$ cat config.mk
export PLATFORM = sky130hd
export DESIGN_NAME = rsa_encryptor
export DESIGN_NICKNAME = d
export VERILOG_FILES = /design/src/rtl/rsa_encryptor.sv
export SDC_FILE = /design/constraint.sdc
export NUM_CORES = 1
export LEC_CHECK = 0
export ABC_CLOCK_PERIOD_IN_PS = 5980
export CORE_MARGIN = 2
export CORE_UTILIZATION = 42
export CTS_BUF_LIST = sky130_fd_sc_hd__clkbuf_4
export CTS_CLUSTER_SIZE = 30
export DETAILED_ROUTE_END_ITERATION = 16
export DONT_BUFFER_PORTS = 1
export GPL_TIMING_DRIVEN = 0
export PLACE_DENSITY_LB_ADDON = 0.25
export SYNTH_ARGS = -nofsm -noshare
export SYNTH_HDL_FRONTEND = slang
export SYNTH_SLANG_ARGS = --single-unit
$ cat constraint.sdc
create_clock -name clk -period 5.98 [get_ports clk]
set_clock_uncertainty 0.15 [all_clocks]
set_input_delay 1.196 -clock clk [delete_from_list [all_inputs] [get_ports clk]]
set_output_delay 1.196 -clock clk [all_outputs]
set_load 0.02 [all_outputs]
$ cat src/rtl/rsa_encryptor.sv
// Sequential modular exponentiation engine: output_data = m^e mod n.
// Each exponent step is one multiply cycle followed by a 26-cycle
// restoring shift-subtract reduction of the 26-bit product by n.
module rsa_encryptor (
    input  logic        clk,
    input  logic        reset,
    input  logic [12:0] data,
    input  logic [2:0]  input_data_type,
    output logic [15:0] output_data,
    output logic        done
);

    localparam logic [2:0]  CmdEncrypt = 3'd1;
    localparam logic [2:0]  CmdLoadN   = 3'd2;
    localparam logic [2:0]  CmdLoadE   = 3'd3;
    localparam logic [12:0] ResetE     = 13'd17;
    localparam logic [12:0] ResetN     = 13'd3233;
    localparam logic [4:0]  LastBit    = 5'd25;

    typedef enum logic [2:0] {
        StIdle,
        StInit,
        StMult,
        StMod,
        StDone
    } state_t;

    state_t      state;
    logic [12:0] e;
    logic [12:0] n;
    logic [12:0] m;
    logic [12:0] result;
    logic [25:0] product;
    logic [12:0] counter;
    logic [4:0]  bit_cnt;

    // result doubles as the partial remainder while in MOD.
    logic [13:0] trial;
    logic [13:0] diff;
    logic [12:0] rem_next;

    // One restoring-division step: bring in the next product bit, subtract n if it fits.
    always_comb begin
        trial = {result, product[25]};
        diff  = trial - {1'b0, n};
        if (n == 13'd0) begin
            rem_next = '0;
        end else if (trial >= {1'b0, n}) begin
            rem_next = diff[12:0];
        end else begin
            rem_next = trial[12:0];
        end
    end

    // Controller and datapath registers, outputs registered on entry to DONE.
    always_ff @(posedge clk or posedge reset) begin
        if (reset) begin
            state       <= StIdle;
            e           <= ResetE;
            n           <= ResetN;
            m           <= '0;
            result      <= '0;
            product     <= '0;
            counter     <= '0;
            bit_cnt     <= '0;
            output_data <= '0;
            done        <= 1'b0;
        end else begin
            unique case (state)
                StIdle, StDone: begin
                    if (input_data_type == CmdEncrypt) begin
                        m     <= data;
                        done  <= 1'b0;
                        state <= StInit;
                    end else if (input_data_type == CmdLoadN) begin
                        n <= data;
                    end else if (input_data_type == CmdLoadE) begin
                        e <= data;
                    end
                end
                StInit: begin
                    result  <= 13'd1;
                    counter <= e;
                    if (e == 13'd0) begin
                        // 1 mod n, with n = 1 giving zero.
                        output_data <= (n == 13'd1) ? 16'd0 : 16'd1;
                        done        <= 1'b1;
                        state       <= StDone;
                    end else begin
                        state <= StMult;
                    end
                end
                StMult: begin
                    product <= {13'd0, result} * {13'd0, m};
                    counter <= counter - 13'd1;
                    result  <= '0;
                    bit_cnt <= '0;
                    state   <= StMod;
                end
                StMod: begin
                    result  <= rem_next;
                    product <= {product[24:0], 1'b0};
                    if (bit_cnt == LastBit) begin
                        if (counter != 13'd0) begin
                            state <= StMult;
                        end else begin
                            output_data <= {3'b000, rem_next};
                            done        <= 1'b1;
                            state       <= StDone;
                        end
                    end else begin
                        bit_cnt <= bit_cnt + 5'd1;
                    end
                end
                default: state <= StIdle;
            endcase
        end
    end

endmodule

======== Word level (Yosys, flattened, before mapping) ========
Cells that the tools add are included.
word-level totals
  output and inout port bits .............. 17
  word-level logic and storage cells ...... 70
  register bits after elaboration ......... 116
  input port bits ......................... 18
cells by class
  reduce and logical (&&, ||, !) cells .... 17
  multipliers ............................. 1
  magnitude comparators ................... 1
  eq/ne operators ......................... 14
  bitwise operators ....................... 2
  multiplexer cells ....................... 22
  $add $sub $neg .......................... 3
operators by type and width
  operator               count
  $pmux 26 s2            1
  $mux 16                3
  $pmux 13 s3            1
  $pmux 16 s2            1
  $logic_not 13->1       2
  $mul 13x13->26         1
  $mux 13                2
  $pmux 13 s2            1
  $ge 14x13->1           1
  $eq 13x1->1 const B    1
  $reduce_bool 13->1     1
  $sub 13x1->13 const B  1
  $sub 13x13->13         1
  $eq 3x2->1 const B     4
  $mux 3                 4
  $pmux 3 s4             1
  $ne 2x2->1 const B     5
  $pmux 5 s2             1
  $reduce_and 4->1       2
  $eq 3x1->1 const B     2
  $reduce_and 2->1       3
  $reduce_bool 2->1      3
  $reduce_bool 3->1      2
  $add 5x1->5 const B    1
  other kinds (10)       15

======== Longest topological paths before layout ========
  word-level depth ........................ 6
  mapped depth ............................ 20
  mapped depth without buffers ............ 19

======== Worst setup path after synthesis ========
Ideal clock, no wire load.
  path type ............................... reg-to-reg
  start ................................... reg m[3]
  end ..................................... reg product[23]
  slack ................................... 692 ps
  stages on the path, launching flop included .. 20
  required time ........................... 5695 ps
  clock period less this slack ............ 5288 ps
  arrival time ............................ 5004 ps
  library setup time ...................... 135 ps
  buffers on the path ..................... 1
  path through ............................ dfrtp_1 -> clkbuf_1 -> and2_1 -> fa_1 -> inv_1 -> fa_1 -> inv_1 -> fa_1 -> fa_1 -> inv_1 -> fa_1 -> inv_1 -> ha_1 -> a211oi_1 -> nor2_1 -> a211oi_1 -> o21ai_0 -> a31oi_1 -> xor2_1 -> o21ai_0
between the ends
  word-level cells in the longest chain between the ends .. 2
RTL lines
  item                    line  source
  start, declared         31    logic [12:0] m;
  start signal, assigned  72    m <= data;
  $mul 13x13->26          94    product <= {13'd0, result} * {13'd0, m};
  $pmux 26 s2             69    unique case (state)
  end signal, assigned    94
  end signal, assigned    102   product <= {product[24:0], 1'b0};
  end, declared           33    logic [25:0] product;
No other way between the ends.
A chain may end at the register's enable or synchronous reset.

======== Worst setup path in the final report ========
  start ................................... reg m[8]
  end ..................................... reg product[22]
The elaborated chain is that of the path after synthesis.

==> out/metrics.cfg <==
[outcome]
outcome = finished, final reports clean

[worst_setup_path]
crit_arrival_ps = 5960
crit_fanout = 10
endpoint_kind = flop
critPathKind = flop to flop
path_buf_inv = 5
crit_top_cell = fa_1
crit_family = adder cells
worstSetupStartpointType = flop
worstPathCellList = clkbuf_2 > and2_1 > fa_1 > inv_1 > fa_1 > fa_1 > inv_1 > fa_1 > inv_1 > fa_1 > inv_1 > ha_1 > nand4_1 > o21ai_0 > a31oi_1 > o21bai_1 > or3_1 > nand3b_1 > a31oi_1
cpPeakStageDelay_ps = 540
required_ps = 6230
slowest_stage = fa_1

[logic_synthesis]
synth_most_common_cell = inv_1
synth_top_area_share_pct = 23.4
synth_edf_count = 0
avgSynthCellArea_um2 = 9.06
yosys_warnings = 0
async_flop_share_pct = 100
syn_inst = 1253
ys_ff_latch = 113
syn-cell-area_um2 = 11300
synth_area_leaders = dfrtp_1 (23%), fa_1 (22%), ha_1 (9.6%)
ys.flop_type = dfrtp_1
synth_common_cells = inv_1 (200), nand2_1 (171), fa_1 (122)
synth_cell_types = 71
ys_seq_area_share_pct = 25.0
synth_top_area_cell = dfrtp_1

[route]
viasPerCell = 5.25
route.detailed.drc = 0
wl_um = 28200
drtIter0Drc = 479
final_antenna_net_count = 0
vias = 8565
detail_route.wl_per_cell_um = 17.3
dr.pass1.iters = 7

[finish]
syn_to_final_growth_pct = 7.19
layout-drive-gt1-share_pct = 9.54
multi_input_area_um2 = 7550
nets = 1503
final-seq-area_um2 = 2840
nFillCells = 2599

[timing]
worstMarginPinSlew_ps = 1270
max_freq_ghz = 0.175
setup_slack_ps = 265
period_needed_ps = 5720
min_period_over_period_pct = 95.6
rsz0062_at_grt = false
final-setup-viol-count = 0
holdWs_ps = 299
drv_slew = 0
slew_headroom_pct = 15.4
hold_viol = 0

[clocking]
htree_num_levels = 4
cts_tree = built
cts_root_buf = clkbuf_4
clock_sinks = 113
path_clk_slew_ps = 130
clk_latency_ps = 550
cts_made_buffers = 17
hold_buffers = 0
clock_path_buffers = 2

[global_route]
antenna_found_initial = 1
grt_pass1_vias = 8845
grt_max_degree = 84
grt_first_pass_wirelength_um = 47300
grt.total_usage_pct = 21.1
grt_remaining_overflow = 0

[placement]
pre_cts_slack_ps = -108
gp_congestion = 0.861
hpwl_um = 22600
numPortBuffers = 0

[floorplanning]
die_w_um = 168
io_pins = 35
die-area_um2 = 28300
row_count = 60
initial_core_util_pct = 42.5
core-area_um2 = 26700
fp.dieH_um = 168

[hold_path]
hold_class = input port to asynchronous set/reset pin

[run]
max_cap_violations = 0

[worst paths after layout]
path                        startpoint     endpoint  slack [ps]  cells past startpoint
min in group clk           product[23]  product[23]         340                      2
max in group asynchronous        reset         n[7]        4650                      2
max reg2reg                       m[8]  product[22]         260                     19
max                               m[8]  product[22]         260                     19
min                              reset   counter[3]         300                      1
min reg2reg                product[23]  product[23]         340                      2
[cell type report]
| type | count | area share [%] |
|---|---|---|
| multi-input combinational | 886 | 62.1 |
| sequential | 113 | 23.3 |
| inverter | 200 | 6.21 |
| tap | 341 | 3.51 |
| buffer | 55 | 2.17 |
| clock inverter | 14 | 1.18 |
| clock buffer | 18 | 1.11 |
| timing repair buffer | 3 | 0.350 |
| antenna | 1 | 0.0206 |
[metal layers]
metal	up-vias	global-route usage [%]	share of wire (%)
met5	-	0	0
met3	28	3.24	4.4
met2	195	34.9	47
li1	4124	-	-
met1	4218	29.3	47
met4	0	5.21	1.7
[cells by family after synthesis]
family	Yosys count	share of synthesized area, %
xor gates and xnor gates	30	2.32
muxes	47	4.50
adders and majority gates	209	31.1
other	1	0.0330
AOI/OAI and AO/OA	203	11.3
and+or+nand+nor	394	17.0
buffers and inverters	256	8.70
DFF	113	25.0
[metrics by stage]
stage               utilization (%)  setup TNS, ps  instances  instance area, um2
floorplan                         -              0       1255               11400
global placement               44.1          -92.7       1596               11800
detailed placement             44.2           -170       1597               11800
CTS                            45.3              0       1629               12100
global route                   45.5              0       1631               12200
finish                         45.5              0       1631               12200
[timing repair]
action / 4_1_cts / 5_1_grt
hold endpoints to repair: 0 / 0
buffers inserted: 0 / 2
resized for setup: 9 / 43
endpoints found under the setup margin: 6 / 10
pin swaps: 0 / 4
[flip-flops by register name (all words and copies together) (netlist names)]
name         count
bit_cnt          5
counter         13
done             1
e               13
m               13
n               13
output_data     13
product         26
result          13
state            3
[cells in the final DEF (no fill, tap or decap), types with 6 or more instances in the layout]
master	netlist	routed
inv_1	200	199
nand2_1	171	171
fa_1	122	122
dfrtp_1	106	105
ha_1	87	87
and2_1	83	83
o21ai_0	57	55
nor2_1	47	47
a21oi_1	46	46
mux2_2	32	32
clkbuf_1	48	24
a21o_1	23	23
nand3_1	19	19
clkbuf_4	0	19
clkbuf_2	0	17
xnor2_1	16	16
mux2i_1	15	15
xor2_1	14	14
nor3_1	15	14
and3_1	12	12
a31oi_1	11	11
o21ai_1	7	9
nor4_1	8	8
o21a_1	7	7
inv_6	0	7
dfstp_2	7	7
buf_4	4	6
or3_1	6	6
buf_2	1	6
Power is left out: the tool's default activity adds up to more than one toggle a clock period on the data nets, which glitch-free logic cannot reach.
==> edit 1 (same settings) <==
Register the inputs `data` and `input_data_type` before use, with the module's reset. The logic sees them one clock later.
--- a/src/rtl/rsa_encryptor.sv
+++ b/src/rtl/rsa_encryptor.sv
@@ -26,2 +26,15 @@
     } state_t;
+
+    logic [12:0] data_q;
+    logic [2:0] input_data_type_q;
+
+    always_ff @(posedge clk or posedge reset) begin
+        if (reset) begin
+            data_q            <= '0;
+            input_data_type_q <= '0;
+        end else begin
+            data_q            <= data;
+            input_data_type_q <= input_data_type;
+        end
+    end
 
@@ -70,10 +83,10 @@
                 StIdle, StDone: begin
-                    if (input_data_type == CmdEncrypt) begin
-                        m     <= data;
+                    if (input_data_type_q == CmdEncrypt) begin
+                        m     <= data_q;
                         done  <= 1'b0;
                         state <= StInit;
-                    end else if (input_data_type == CmdLoadN) begin
-                        n <= data;
-                    end else if (input_data_type == CmdLoadE) begin
-                        e <= data;
+                    end else if (input_data_type_q == CmdLoadN) begin
+                        n <= data_q;
+                    end else if (input_data_type_q == CmdLoadE) begin
+                        e <= data_q;
                     end
Check against the original RTL: not equivalent (Yosys sat finds a counterexample within 4 cycles, from zero or initial values and one cycle with reset high).
==> edit 1 against the unedited design <==
Setup slack improved by 0.020 ns; design area increased by 3.2%; global-route usage increased by 0.31 points; wire length increased by 4.2%; fmax increased by 0.35%; sequential share of layout area increased by 2.5 points; sequential cell count increased by 16; synthesized area increased by 2.7%; highest routed layer unchanged; critical path depth unchanged; via count increased by 1.1%.
Power is left out: the tool's default activity adds up to more than one toggle a clock period on the data nets, which glitch-free logic cannot reach.
==> edit 1: results (changes against the unedited design) <==
first-pass GRT wire length 48200 microns (+2.0%); largest net degree at the start of global routing 90 (+7.1%); ranking of synthesized cells by area dfrtp_1 (26%), fa_1 (21%), ha_1 (9.3%), inv_1 (6.8%), nand2_1 (5.3%); Fillers 2648 (+1.9%); layout net count 1525 (+1.5%); vias in the first global route 8922 (+0.87%); Antenna Cells 0 (-1); post-synthesis sequential area ratio 27.8% (+2.8 points); status completed; worst-skew pair later-pin latency about 0.54 ns; post-synthesis async set-or-reset flop share 100% (unchanged); initial drt markers 629 (+31%); Max-slew headroom 42.9% (+28 points); number of library cell types mapped by synthesis 61 (-14%); share of cells above drive strength 1 9.31% (-0.24 points); Post-synth top cells inv_1 (212), nand2_1 (166), dfrtp_1 (122), fa_1 (122), ha_1 (87); gp weighted congestion 0.861 (about the same); per-cell routed wire length 17.5 microns (+0.98%); drt first pass iters 5 (-2); Tot GR Track Use 21.4% (+0.31 points); CTS clk-pin slew, worst paths 0.16 ns (+0.03 ns); CTS Buffer Depth 2 (unchanged); DP Wirelength 22900 microns (+1.2%); initial antenna violation count 0 (-1); vias per cell 5.14 (-2.0%)
==> edit 1: logic make-up (layout without fill, tap and decap cells) <==
kind of cell             count (synthesis)  in the layout  share of synthesized area (%)
multiplexers                            50             50                           4.69
buffers and inverters                  271            306                           8.91
adder cells (fa/ha/maj)                209            209                           30.3
XOR/XNOR                                30             30                           2.25
flip-flops                             129            129                           27.8
AO/OA/AOI/OAI                          205            205                           10.5
other                                    1              3                         0.0322
AND/OR/NAND/NOR                        379            379                           15.5
==> edit 1: stage by stage <==
step	cell area [sq um]	utilization, %	setup TNS [ns]	std cells	setup slack (ns)
after floorplan	11700	-	0	1276	0.626
after global placement	12100	44.8	-37.82	1648	-0.329
after detailed placement	12200	44.9	-0.603	1649	-0.123
after CTS	12500	46.0	0	1681	0.000282
after global routing	12600	46.3	0	1683	0.00376
final	12600	46.3	0	1683	0.285
==> edit 1: cell type report <==
| type | count | area (sq um) | area share, % |
|---|---|---|---|
| tap | 372 | 465 | 3.71 |
| inverter | 212 | 801 | 6.38 |
| multi-input combinational | 876 | 7400 | 59.0 |
| clock inverter | 15 | 166 | 1.33 |
| buffer | 56 | 282 | 2.24 |
| sequential | 129 | 3250 | 25.8 |
| timing repair buffer | 6 | 65.1 | 0.518 |
| clock buffer | 17 | 128 | 1.02 |
==> edit 1: final timing paths <==
path / start / endpoint / slack [ns] / cells past startpoint
max: m[6]$_DFFE_PP0P_ / product[19]$_DFFE_PP0N_ / 0.28 / 19
min: reset / e[10]$_DFFE_PP0P_ / 0.34 / 1
max reg2reg: m[6]$_DFFE_PP0P_ / product[19]$_DFFE_PP0N_ / 0.28 / 19
min reg2reg: product[12]$_DFFE_PP0N_ / product[12]$_DFFE_PP0N_ / 0.35 / 2
max in group asynchronous: reset / product[15]$_DFFE_PP0N_ / 4.52 / 2
min in group clk: product[12]$_DFFE_PP0N_ / product[12]$_DFFE_PP0N_ / 0.35 / 2
==> edit 1: metal layers <==
layer,up-vias,global-route usage [%],routed length [microns]
li1,4127,-,-
met1,4286,29.7,13800
met2,206,34.6,13500
met3,39,3.59,1190
met4,0,6.61,898
met5,-,0,0
==> edit 1: timing repair <==
action,CTS,global route
endpoints found under the setup margin,9,12
gates resized for setup,8,61
buffers inserted,0,5
endpoints found under the hold margin,0,0
==> edit 1: critical path: stages (launching register included) <==
cell and delay [ns]:
dfrtp_1 0.51, clkbuf_4 0.29, nand2_1 0.10, fa_1 0.57, fa_1 0.46, fa_1 0.50, inv_1 0.06, fa_1 0.52
inv_1 0.05, fa_1 0.52, inv_1 0.04, ha_1 0.36, a21oi_1 0.20, nand2_1 0.07, a21o_1 0.19, o211ai_1 0.24
a21o_1 0.26, o21ai_0 0.14, xnor2_1 0.23, o22ai_1 0.11
==> edit 2 (same settings) <==
Made on the original files. Reset style: synchronous (`reset`), changed in one clocked block.
--- a/src/rtl/rsa_encryptor.sv
+++ b/src/rtl/rsa_encryptor.sv
@@ -55,3 +55,3 @@
     // Controller and datapath registers, outputs registered on entry to DONE.
-    always_ff @(posedge clk or posedge reset) begin
+    always_ff @(posedge clk) begin
         if (reset) begin
Check against the original RTL: differs if reset is asserted again (counterexample within 4 cycles, from zero or initial values and one cycle with reset high); with reset held inactive, the same outputs for 10 cycles.
==> edit 2 against the unedited design <==
Sequential cell count did not move; largest cell class unchanged; synthesized cell count grew 7.3%; setup slack worse by 0.081 ns; wire length is 7.7% higher; design area fell by 2.3%; first-iteration DRC count up 48%; synthesized area shrank 2.3%.
Power is left out: it rests on default switching activity, and per cell area and clock period it moved more than threefold.
==> edit 2: results (changes against the unedited design) <==
vias in the first global route 8990 (+1.6%); Slowest cell on crit path fa_1; GR Util met3 3.40% (+0.15 points); XOR/XNOR Fraction of Synth Area 2.06% (-0.26 points); Setup TNS Final 0 ns (unchanged); DP Wirelength 24200 microns (+7.2%); status completed; DR WL met2 14300 microns (+8.5%); top sig layer met4; Via Count 9167 (+7.0%); slowest stage delay, CP 0.57 ns (+0.03 ns); Max-slew headroom 7.13% (-8.3 points); Tot GR Track Use 22.3% (+1.2 points); worst-skew pair later-pin latency 0.53 ns (-0.02 ns); post-synthesis adder-cell area fraction 31.9% (+0.75 points); CP delay by family, top adder cells; most instantiated library cell after synthesis inv_1; CTS clk-pin slew, worst paths 0.11 ns (-0.02 ns); layout net count 1591 (+5.9%); wl on met1 14400 microns (+7.6%); post-synthesis sequential area ratio 20.4% (-4.6 points); CLK BUF 18 (unchanged); Setup Buffers After CTS 0 (unchanged); gp weighted congestion 0.891 (+3.5%); Antenna Cells 1 (unchanged); share of cells above drive strength 1 7.70% (-1.8 points); WL met3 1420 microns (+15%); Plain + repair buffers 66 (+14%); sequential cell area 2280 sq um (-20%); GR Util met1 31.7% (+2.4 points); non-clock inverter count 203 (+1.5%); initial drt markers 708 (+48%); non-clock buffer share of cell area 2.80% (+0.28 points); ranking of synthesized cells by area fa_1 (22%), dfxtp_1 (20%), ha_1 (9.8%), inv_1 (6.8%), nand2_1 (6.2%); Hold Crit Class flip-flop to flip-flop; WP data arrival 6.03 ns (+0.07 ns); Fillers 2584 (-0.58%); Clock-cell share 2.33% (+0.034 points); post-synthesis mux area share 3.23% (-1.3 points); drt first pass iters 6 (-1); I/O Buffers 0 (unchanged); predominant post-synthesis flop cell dfxtp_1; first-pass GRT wire length 49000 microns (+3.6%); initial antenna violation count 1 (unchanged); met2 global-route usage 36.7% (+1.9 points); post-synthesis async set-or-reset flop share 0% (-100 points); #MultiIn Comb 963 (+8.7%); number of library cell types mapped by synthesis 75 (+5.6%); Ys Warns 0 (unchanged); Post-synth top cells inv_1 (202), nand2_1 (184), fa_1 (122); number of synthesized register bits 113 (unchanged); CTS Buffer Depth 2 (unchanged); area of the multi-input gates 7800 sq um (+3.3%); max reg flops 26 (unchanged); total CTS buffers 17 (unchanged); Compound-Gate Fraction of Synth Area 13.4% (+2.1 points); routed wire length 30400 microns (+7.7%); largest net degree at the start of global routing 17 (-80%)
edit 2: metrics by stage:
stage,std cells,area [sq um],setup WS [ns]
6_report,1713,11900,0.184
5_1_grt,1713,11900,-0.00953
4_1_cts,1713,11800,0.0760
3_5_place_dp,1681,11500,-0.307
3_3_place_gp,1681,11500,-0.222
2_1_floorplan,1346,11100,0.698
edit 2: what timing repair did:
action / 4_1_cts / 5_1_grt
endpoints found under the setup margin: 9 / 10
cloned: 0 / 0
gates resized for setup: 23 / 52
pin swaps: 0 / 2
edit 2: final timing paths:
path	start	end	slack, ns	cells after the start
max	m[7]$_SDFFE_PP0P_	product[24]$_SDFFE_PP0N_	0.18	20
min reg2reg	product[6]$_SDFFE_PP0N_	product[6]$_SDFFE_PP0N_	0.31	2
min	product[6]$_SDFFE_PP0N_	product[6]$_SDFFE_PP0N_	0.31	2
max reg2reg	m[7]$_SDFFE_PP0P_	product[24]$_SDFFE_PP0N_	0.18	20
